### src/rtl/mem_port_arbiter_pkg.sv
// rtl/mem_port_arbiter_pkg.sv - shared types and constants for the memory port arbiter
package mem_port_arbiter_pkg;

  typedef enum logic [1:0] {
    ST_IDLE  = 2'd0,
    ST_GNT_I = 2'd1,
    ST_GNT_D = 2'd2
  } arb_state_t;

  localparam logic GRANT_I = 1'b0;
  localparam logic GRANT_D = 1'b1;

  // Data word returned to the requester when the watchdog aborts a transaction
  localparam logic [31:0] TIMEOUT_DATA = 32'h0000_0000;

endpackage

### src/rtl/mem_port_arbiter_watchdog.sv
// rtl/mem_port_arbiter_watchdog.sv - saturating cycle counter that flags hung memory transactions
module mem_port_arbiter_watchdog #(
  parameter int TO_WIDTH = 8
) (
  input  logic clk,
  input  logic rst,
  input  logic clear,
  input  logic active,
  input  logic hit,
  output logic expired
);

  logic [TO_WIDTH-1:0] count;

  // Expiry is reported in the granted cycle where the counter sits at all-ones
  assign expired = active && (&count);

  // Count granted cycles without a memory response; restart on each new grant
  always_ff @(posedge clk) begin
    if (rst || clear) begin
      count <= '0;
    end else if (active && !hit && !(&count)) begin
      count <= count + 1'b1;
    end
  end

endmodule

### src/rtl/mem_port_arbiter.sv
// rtl/mem_port_arbiter.sv - shares one memory port between i_cache refills and d_cache accesses
module mem_port_arbiter
  import mem_port_arbiter_pkg::*;
#(
  parameter int A_WIDTH  = 32,
  parameter int TO_WIDTH = 8
) (
  input  logic               clk,
  input  logic               rst,
  input  logic [A_WIDTH-1:0] i_a,
  input  logic               i_strobe,
  output logic               i_ready,
  output logic [31:0]        i_dout,
  input  logic [A_WIDTH-1:0] d_a,
  input  logic [31:0]        d_din,
  input  logic               d_rw,
  input  logic               d_strobe,
  output logic               d_ready,
  output logic [31:0]        d_dout,
  output logic [A_WIDTH-1:0] m_a,
  output logic [31:0]        m_din,
  output logic               m_rw,
  output logic               m_strobe,
  input  logic [31:0]        m_dout,
  input  logic               m_ready,
  output logic               timeout_err
);

  arb_state_t state, state_nxt;
  logic       last_grant;
  logic       grant_i;
  logic       grant_d;
  logic       done;
  logic       wd_expired;
  logic       wd_active;

  assign wd_active = (state != ST_IDLE);

  mem_port_arbiter_watchdog #(
    .TO_WIDTH(TO_WIDTH)
  ) u_watchdog (
    .clk    (clk),
    .rst    (rst),
    .clear  (grant_i || grant_d),
    .active (wd_active),
    .hit    (m_ready),
    .expired(wd_expired)
  );

  // Arbitration, completion detection and combinational ready/data return
  always_comb begin
    state_nxt = state;
    grant_i   = 1'b0;
    grant_d   = 1'b0;
    done      = 1'b0;
    i_ready   = 1'b0;
    d_ready   = 1'b0;
    i_dout    = 32'h0;
    d_dout    = 32'h0;
    case (state)
      ST_IDLE: begin
        // D wins a tie unless it had the previous grant
        if (d_strobe && (!i_strobe || last_grant == GRANT_I)) begin
          grant_d   = 1'b1;
          state_nxt = ST_GNT_D;
        end else if (i_strobe) begin
          grant_i   = 1'b1;
          state_nxt = ST_GNT_I;
        end
      end
      ST_GNT_I: begin
        done = m_ready || wd_expired;
        if (done) begin
          i_ready   = 1'b1;
          i_dout    = m_ready ? m_dout : TIMEOUT_DATA;
          state_nxt = ST_IDLE;
        end
      end
      ST_GNT_D: begin
        done = m_ready || wd_expired;
        if (done) begin
          d_ready   = 1'b1;
          d_dout    = m_ready ? m_dout : TIMEOUT_DATA;
          state_nxt = ST_IDLE;
        end
      end
      default: state_nxt = ST_IDLE;
    endcase
  end

  // State register
  always_ff @(posedge clk) begin
    if (rst) begin
      state <= ST_IDLE;
    end else begin
      state <= state_nxt;
    end
  end

  // Latch the granted request onto the memory port and track fairness and sticky timeout
  always_ff @(posedge clk) begin
    if (rst) begin
      m_a         <= '0;
      m_din       <= 32'h0;
      m_rw        <= 1'b0;
      m_strobe    <= 1'b0;
      last_grant  <= GRANT_I;
      timeout_err <= 1'b0;
    end else begin
      if (grant_d) begin
        m_a        <= d_a;
        m_din      <= d_din;
        m_rw       <= d_rw;
        m_strobe   <= 1'b1;
        last_grant <= GRANT_D;
      end else if (grant_i) begin
        m_a        <= i_a;
        m_din      <= 32'h0;
        m_rw       <= 1'b0;
        m_strobe   <= 1'b1;
        last_grant <= GRANT_I;
      end else if (done) begin
        m_strobe <= 1'b0;
      end
      // A real response in the saturation cycle counts as a normal completion
      if (done && !m_ready) begin
        timeout_err <= 1'b1;
      end
    end
  end

endmodule
### config.mk
export PLATFORM = sky130hd
export DESIGN_NAME = mem_port_arbiter
export DESIGN_NICKNAME = d
export VERILOG_FILES = /design/src/rtl/mem_port_arbiter_pkg.sv /design/src/rtl/mem_port_arbiter_watchdog.sv /design/src/rtl/mem_port_arbiter.sv
export SDC_FILE = /design/constraint.sdc
export NUM_CORES = 1
export LEC_CHECK = 0
export CAP_MARGIN = 5
export CELL_PAD_IN_SITES_DETAIL_PLACEMENT = 1
export CELL_PAD_IN_SITES_GLOBAL_PLACEMENT = 1
export CORE_MARGIN = 2
export CORE_UTILIZATION = 23
export CTS_CLUSTER_DIAMETER = 200
export CTS_CLUSTER_SIZE = 10
export DETAILED_ROUTE_END_ITERATION = 10
export GPL_TIMING_DRIVEN = 0
export PLACE_DENSITY_LB_ADDON = 0.1
export REMOVE_ABC_BUFFERS = 1
export SYNTH_ARGS = -nofsm -noshare
export SYNTH_HDL_FRONTEND = slang
export SYNTH_SLANG_ARGS = --single-unit
### constraint.sdc
create_clock -name clk -period 2.4 [get_ports clk]
set_clock_uncertainty 0.05 [all_clocks]
set_input_delay 0.48 -clock clk [delete_from_list [all_inputs] [get_ports clk]]
set_output_delay 0.48 -clock clk [all_outputs]
set_load 0.02 [all_outputs]
==> results of run 1 <==
worst paths after layout:
kind,from,end,cells after the start
worst min-delay path,m_din[31],m_din[31],1
worst max register to register,state[0],u_watchdog.count[2],7
worst min register to register,m_din[31],m_din[31],1
worst max-delay path,state[0],i_ready,6
logic make-up after synthesis:
| kind of cell | after synthesis | synth area share, % |
|---|---|---|
| simple gates | 128 | 19.8 |
| compound gates | 92 | 20.2 |
| flops | 78 | 44.2 |
| buf+inv | 42 | 5.06 |
| mux | 32 | 9.07 |
| fa+ha+maj | 4 | 1.42 |
| xor+xnor | 1 | 0.248 |
cell usage after synthesis, types with 6 or more instances:
cell	instances
sky130_fd_sc_hd__o21ai_0	6
sky130_fd_sc_hd__a211oi_1	32
sky130_fd_sc_hd__nand2_1	6
sky130_fd_sc_hd__buf_1	6
sky130_fd_sc_hd__clkbuf_1	20
sky130_fd_sc_hd__dfxtp_1	78
sky130_fd_sc_hd__nor2_1	37
sky130_fd_sc_hd__and3_1	66
sky130_fd_sc_hd__a22o_1	33
sky130_fd_sc_hd__mux2i_1	32
sky130_fd_sc_hd__buf_2	8
stage by stage:
step | std cells | setup WS (ns) | setup TNS (ns) | total power [mW]
global route | 823 | 0.0170 | 0 | 4.37
detailed placement | 796 | -1.18 | -65.51 | 2.81
floorplan | 340 | -0.791 | -28.97 | 2.10
global placement | 794 | -2.49 | -193.52 | 2.78
finish | 823 | 0.108 | 0 | 4.13
CTS | 817 | -0.321 | -16.72 | 4.16
cell type report:
cell class	instances	area share [%]
multi-input combinational	259	27.3
inverter	5	0.271
tap	188	3.39
clock buffer	9	3.25
clock inverter	7	0.830
timing repair buffer	277	42.3
sequential	78	22.6
sequential cells by signal, summed over array words and instances (netlist names):
register,flops
m_din,32
state,2
last_grant,1
m_a,32
timeout_err,1
m_strobe,1
u_watchdog.count,8
m_rw,1
layer usage:
metal	GRT usage (%)	wire length, um
met5	0	0
met4	4.20	138
met3	6.59	1350
met2	28.7	6950
met1	19.1	5630
power groups by stage:
stage	Combinational [mW]	Sequential (mW)	Clock (mW)
floorplan	0.421	1.68	0
global placement	1.25	1.52	0
detailed placement	1.28	1.53	0
CTS	1.33	1.51	1.33
global route	1.45	1.52	1.40
finish	1.33	1.51	1.29
critical path, stage by stage, from the launching register on:
cell and delay [ns]:
sky130_fd_sc_hd__dfxtp_2 0.34, sky130_fd_sc_hd__inv_2 0.10, sky130_fd_sc_hd__ha_4 0.18, sky130_fd_sc_hd__and4b_1 0.22, sky130_fd_sc_hd__and2_4 0.17, sky130_fd_sc_hd__o21a_1 0.16
sky130_fd_sc_hd__clkdlybuf4s15_2 0.25
repair_timing:
item / CTS / global route
gates resized for setup: 13 / 77
gates cloned: 2 / 0
hold endpoints to repair: 0 / 0
endpoints found under the setup margin: 135 / 81
setup buffers: 3 / 6
pin swaps: 1 / 1
==> parameters.txt, run 1 <==
Parameter                              Value

Floorplanning
  Starting density of the core ... a little under a quarter
  Core region area ... 0.0151 mm2
  Top Ports ... roughly 270
  Overall die height ... 128 um
  Horiz. Die Dim ... roughly 130 um
  Die area ... about 0.016 mm2
  Site row count ... between 40 and 50

CTS
  CTS H-Tree Depth ... 3
  Clock latency reported for the late side of the worst-skew pair ... 0.33 ns
  Clock tree from TritonCTS ... yes
  Sinks on Clock Net ... 78
  Clock-pin slew reported for the worst setup and hold paths after clock tree synthesis ... 0.07 ns
  Num CTS Buffers ... 9
  Maximum clock insertion buffer count ... 2
  Hold-fix buffer count after cts ... 0
  Master cell of the clock root buffer ... sky130_fd_sc_hd__clkbuf_16

STA
  Final hold violation count ... 0
  Unrepaired setup endpoints after global routing ... false
  Tightest hold margin ... 0.426 ns
  Slew at the pin closest to its max-slew limit ... 0.890 ns
  Setup Viol. Count Final ... 0
  Relative slew slack ... 40.7%
  Portion of the clock cycle consumed by the worst path in the final layout ... between 90% and 100%
  Max Clk Rate ... 0.436 GHz
  Time the worst path needs with I/O delays and setup ... 2.29 ns
  Slew Viols, Final ... 0

Global routing
  Remaining global-route overflow ... 0
  Vias in the first global route ... 4015
  GR Util All Layers ... 16.6%
  Wire length of the first global-routing pass ... 21.5 mm
  Number of antenna violations at the first check in global routing ... 0
  Maximum number of pins on one net before global-route repair ... 70

Job
  Total of max-cap violations ... 0

Critical path
  Required time reported for the critical path endpoint ... 1.87 ns
  Highest fanout seen on the critical path ... 7
  Worst reg2reg setup slack ... roughly 0.28 ns
  Crit Path Class ... flop to output port
  Crit path arrival time ... between 1.5 and 2 ns
  Critical Path Sink Type ... output port
  Critical path startpoint category ... flop

Power
  Power per unit of standard cell area ... 595 mW/mm2
  Sequential share of power ... 36.5%
  Fraction of power spent switching nets ... 31.5%
  Combinational share of power ... between 30% and 40%
  Worst-case vdd ir drop ... between 0.3 and 0.4 mV
  Reported leakage power ... 3.85 nW
  Clock power share ... 31.1%
  Int Pwr ... 2.83 mW
  NetSw ... 1.30 mW

Cells and area
  Count of fill cells added during filler insertion ... ~1700
  Post-layout nets ... between 700 and 800
  N_diodes ... 0
  Layout-stage area growth over the synthesis result ... 96.4%
  Most frequent cells in the layout ... 201 x sky130_fd_sc_hd__clkdlybuf4s50_1, 74 x sky130_fd_sc_hd__dfxtp_1, 66 x sky130_fd_sc_hd__and3_1, 60 x sky130_fd_sc_hd__dlymetal6s2s_1, 36 x sky130_fd_sc_hd__nor2_1
  Finished layout cell area ... 0.00694 mm2
  Utilization after layout ... 46.0%
  Fraction of layout instances using a drive strength above 1 ... 7.87%
  Sequential standard cell area ... 0.00157 mm2
  Most frequent standard cell in the layout excluding fill and tap cells ... sky130_fd_sc_hd__clkdlybuf4s50_1
  Combined area of the multi-input logic cells ... 0.00190 mm2

Logic synthesis
  Post-synth top flop ... sky130_fd_sc_hd__dfxtp_1
  Number of enable flip-flop cells after synthesis ... 0
  Total number of yosys warnings ... 0
  Cell taking the most area after synthesis ... sky130_fd_sc_hd__dfxtp_1
  Area share of the largest cell type after synthesis ... 44.2%
  Share of synthesized area occupied by flip-flops and latches ... 44.2%
  Average cell area after synthesis ... 9.37 um2
  Area of the mapped netlist ... 0.00353 mm2
  Number of library cell types mapped by synthesis ... 40
  Number of register bits inferred by synthesis ... 78
  Synth async-reset ratio ... 0%
  Number of standard cells after synthesis ... 377
  Synth top area cells ... sky130_fd_sc_hd__dfxtp_1 44%, sky130_fd_sc_hd__and3_1 12%, sky130_fd_sc_hd__mux2i_1 9.1%, sky130_fd_sc_hd__a22o_1 8.2%, sky130_fd_sc_hd__a211oi_1 6.8%

Worst hold path
  Worst hold-check path type ... flop to flop

Detailed routing
  Via density per instance ... 4.82
  Post-route ant nets ... 0
  Drc violations ... 0
  Wirelength per Cell ... 17.1 um
  Total Wirelength ... between 10 and 15 mm
  Via Count ... 3967
  First DRT Iteration DRCs ... 108
  First-pass iteration count of the detailed router ... 5

Placed design
  Placement-stage cell area ... 0.00631 mm2
  Quantity of I/O buffers inserted on ports ... 266
  Final weighted congestion in routability-driven placement ... 0.748
  Detailed-placement wirelength estimate ... 9.98 mm

Run status
  Outcome ... finished, final reports clean
No activity file was read; power rests on OpenSTA's default activity.
==> run 2, diff against run 1 <==
--- a/config.mk
+++ b/config.mk
@@ -13,7 +13,7 @@
 export CTS_CLUSTER_DIAMETER = 200
 export CTS_CLUSTER_SIZE = 10
 export DETAILED_ROUTE_END_ITERATION = 10
-export GPL_TIMING_DRIVEN = 0
+export GPL_TIMING_DRIVEN = 1
 export PLACE_DENSITY_LB_ADDON = 0.1
 export REMOVE_ABC_BUFFERS = 1
 export SYNTH_ARGS = -nofsm -noshare
==> parameters.txt, run 2 (synthesis gave the netlist of run 1 again) <==
Parameter                              Value

Run status
  Outcome ... finished, final reports clean (unchanged)

Floorplanning
  Site row count ... 45 (unchanged)
  Overall die height ... 128 um (unchanged)
  Horiz. Die Dim ... 128 um (unchanged)
  Die area ... 0.0164 mm2 (unchanged)
  Top Ports ... 267 (unchanged)
  Core region area ... 0.0151 mm2 (unchanged)
  Starting density of the core ... 23.4% (unchanged)

Critical path
  Reg-to-Reg Start ... u_watchdog.count[1] (was state[0])
  Crit Reg-Reg Endpoint ... u_watchdog.count[1] (was u_watchdog.count[2])
  Critical path startpoint category ... primary input (was flop)
  Depth of the most critical reg-to-reg path ... 7 (unchanged)
  Launching element of the worst setup path ... m_ready (was state[0])
  Worst reg2reg setup slack ... 0.56 ns (was 0.28 ns)
  Crit Path Class ... primary input to output port (was flop to output port)
  Required time reported for the critical path endpoint ... 1.87 ns (about the same)
  Highest fanout seen on the critical path ... 69 (was 7)
  Crit path arrival time ... 1.81 ns (was 1.76 ns)
  Critical Path Sink Type ... output port (unchanged)

Global routing
  Remaining global-route overflow ... 0 (unchanged)
  GR Util All Layers ... 15.5% (was 16.6%)
  Wire length of the first global-routing pass ... 20.0 mm (was 21.5 mm)
  Vias in the first global route ... 3843 (was 4015)
  Maximum number of pins on one net before global-route repair ... 70 (unchanged)
  Number of antenna violations at the first check in global routing ... 0 (unchanged)

Power
  Worst-case vdd ir drop ... 0.280 mV (was 0.373 mV)
  Reported leakage power ... 3.10 nW (was 3.85 nW)
  Sequential share of power ... 36.4% (was 36.5%)
  Fraction of power spent switching nets ... 29.6% (was 31.5%)
  Power per unit of standard cell area ... 614 mW/mm2 (was 595 mW/mm2)
  Int Pwr ... 2.90 mW (was 2.83 mW)
  NetSw ... 1.22 mW (was 1.30 mW)
  Clock power share ... 32.1% (was 31.1%)
  Post-layout power ... 4.11 mW (was 4.13 mW)
  Combinational share of power ... 31.4% (was 32.3%)

Cells and area
  Count of fill cells added during filler insertion ... 1718 (was 1706)
  Sequential standard cell area ... 0.00156 mm2 (was 0.00157 mm2)
  Fraction of layout instances using a drive strength above 1 ... 6.42% (was 7.87%)
  Post-layout nets ... 773 (was 768)
  Top Registers ... m_a: 32 flops, m_din: 32 flops, u_watchdog.count: 8 flops (unchanged)
  Final std cells w/o fill ... 827 (was 823)
  Most frequent standard cell in the layout excluding fill and tap cells ... sky130_fd_sc_hd__clkdlybuf4s50_1 (unchanged)
  Most frequent cells in the layout ... 200 x sky130_fd_sc_hd__clkdlybuf4s50_1, 78 x sky130_fd_sc_hd__dfxtp_1, 66 x sky130_fd_sc_hd__and3_1, 64 x sky130_fd_sc_hd__dlygate4sd2_1, 36 x sky130_fd_sc_hd__nor2_1 (was 201 x sky130_fd_sc_hd__clkdlybuf4s50_1, 74 x sky130_fd_sc_hd__dfxtp_1, 66 x sky130_fd_sc_hd__and3_1, 60 x sky130_fd_sc_hd__dlymetal6s2s_1, 36 x sky130_fd_sc_hd__nor2_1)
  Combined area of the multi-input logic cells ... 0.00180 mm2 (was 0.00190 mm2)
  N_diodes ... 0 (unchanged)
  Layout-stage area growth over the synthesis result ... 89.6% (was 96.4%)

STA
  Portion of the clock cycle consumed by the worst path in the final layout ... 97.4% (was 95.5%)
  Max Clk Rate ... 0.428 GHz (was 0.436 GHz)
  Unrepaired setup endpoints after global routing ... false (unchanged)
  Slew Viols, Final ... 0 (unchanged)
  Relative slew slack ... 61.8% (was 40.7%)
  Setup Viol. Count Final ... 0 (unchanged)
  Time the worst path needs with I/O delays and setup ... 2.34 ns (was 2.29 ns)
  Slew at the pin closest to its max-slew limit ... 0.570 ns (was 0.890 ns)
  Final hold violation count ... 0 (unchanged)

Detailed routing
  Wirelength per Cell ... 15.8 um (was 17.1 um)
  Via Count ... 3870 (was 3967)
  Total Wirelength ... 13.1 mm (was 14.1 mm)
  Post-route ant nets ... 0 (unchanged)
  First DRT Iteration DRCs ... 54 (was 108)
  Via density per instance ... 4.68 (was 4.82)
  First-pass iteration count of the detailed router ... 4 (was 5)
  Drc violations ... 0 (unchanged)

CTS
  Clock latency reported for the late side of the worst-skew pair ... 0.33 ns (about the same)
  Num CTS Buffers ... 9 (unchanged)
  Master cell of the clock root buffer ... sky130_fd_sc_hd__clkbuf_16 (unchanged)
  Sinks on Clock Net ... 78 (unchanged)
  Clock tree from TritonCTS ... yes (unchanged)
  Maximum clock insertion buffer count ... 2 (unchanged)
  CTS H-Tree Depth ... 3 (unchanged)
  Clock-pin slew reported for the worst setup and hold paths after clock tree synthesis ... 0.06 ns (was 0.07 ns)

Worst hold path
  Worst hold endpoint ... m_din[13] (was m_din[31])
  Hold Path Stages ... 1 (unchanged)
  Startpoint of the most critical hold path ... m_din[13] (was m_din[31])
  Worst hold-check path type ... flop to flop (unchanged)

Placed design
  Quantity of I/O buffers inserted on ports ... 266 (unchanged)
  Number of placed cells counting well taps ... 812 (was 796)
  Final weighted congestion in routability-driven placement ... 0.755 (was 0.748)
  Detailed-placement wirelength estimate ... 10.1 mm (was 9.98 mm)

Job
  Total of max-cap violations ... 0 (unchanged)
run 2: cell types whose count changed in the layout (fill, tap and decap cells not counted), sizes merged:
cell | before | now
clkdlybuf4s50 | 201 | 200
a21oi | 7 | 6
buf | 13 | 20
inv | 7 | 6
dlymetal6s2s | 60 | 0
bufinv | 0 | 1
nor2 | 38 | 37
clkinv | 3 | 4
clkbuf | 10 | 9
clkinvlp | 2 | 0
clkdlybuf4s15 | 1 | 0
dlygate4sd2 | 1 | 64
run 2: power by group through the flow:
stage               clock, mW  combinational [mW]  sequential (mW)
floorplan                   0               0.421             1.68
global route             1.42                1.40             1.52
finish                   1.32                1.29             1.50
CTS                      1.37                1.32             1.50
detailed placement          0                1.34             1.53
global placement            0                1.32             1.52
run 2: per-stage QoR:
step / area [um2] / utilization, % / setup TNS (ns) / hold slack, ns / worst slack, ns
after floorplan: 3370 / - / -28.97 / 0.414 / -0.791
after global placement: 6500 / 43.1 / -9.13 / 0.406 / -0.214
after detailed placement: 6500 / 43.1 / -9.65 / 0.408 / -0.224
after CTS: 6710 / 44.5 / 0 / 0.429 / 0.0286
after global routing: 6700 / 44.4 / 0 / 0.439 / 0.00909
final: 6700 / 44.4 / 0 / 0.425 / 0.0632
run 2: worst max-delay path by stage:
stage / end / slack (ns) / cells past startpoint
2_1_floorplan: m_din[0] / -0.79 / 6
3_3_place_gp: d_dout[15] / -0.21 / 4
3_5_place_dp: d_dout[15] / -0.22 / 4
4_1_cts: d_ready / 0.03 / 6
5_1_grt: d_dout[15] / 0.009 / 4
6_report: d_dout[15] / 0.06 / 4
run 2: timing repair:
action,in CTS,in global routing
hold buffers,0,0
setup buffers,0,0
gates cloned,0,0
hold endpoints to repair,0,0
resized for setup,70,3
endpoints found under the setup margin,66,2
run 2: layout make-up:
| class | instances | share of cell area, % |
|---|---|---|
| clock inverter | 6 | 0.934 |
| clock buffer | 9 | 3.36 |
| sequential | 78 | 23.3 |
| inverter | 5 | 0.280 |
| multi-input combinational | 257 | 26.9 |
| timing repair buffer | 284 | 41.7 |
| tap | 188 | 3.51 |
run 2: metal layers:
metal	GRT usage, %	up-vias	part of all wire, %
met2	27.7	162	49
met4	4.33	0	1.3
met1	17.1	1782	39
met5	0	-	0
met3	5.93	11	9.8
li1	-	1915	-
run 2: worst max-delay path: stages:
cell and delay [ns]:
sky130_fd_sc_hd__clkdlybuf4s50_1 0.51, sky130_fd_sc_hd__buf_12 0.23, sky130_fd_sc_hd__and3_1 0.23, sky130_fd_sc_hd__dlygate4sd2_1 0.35
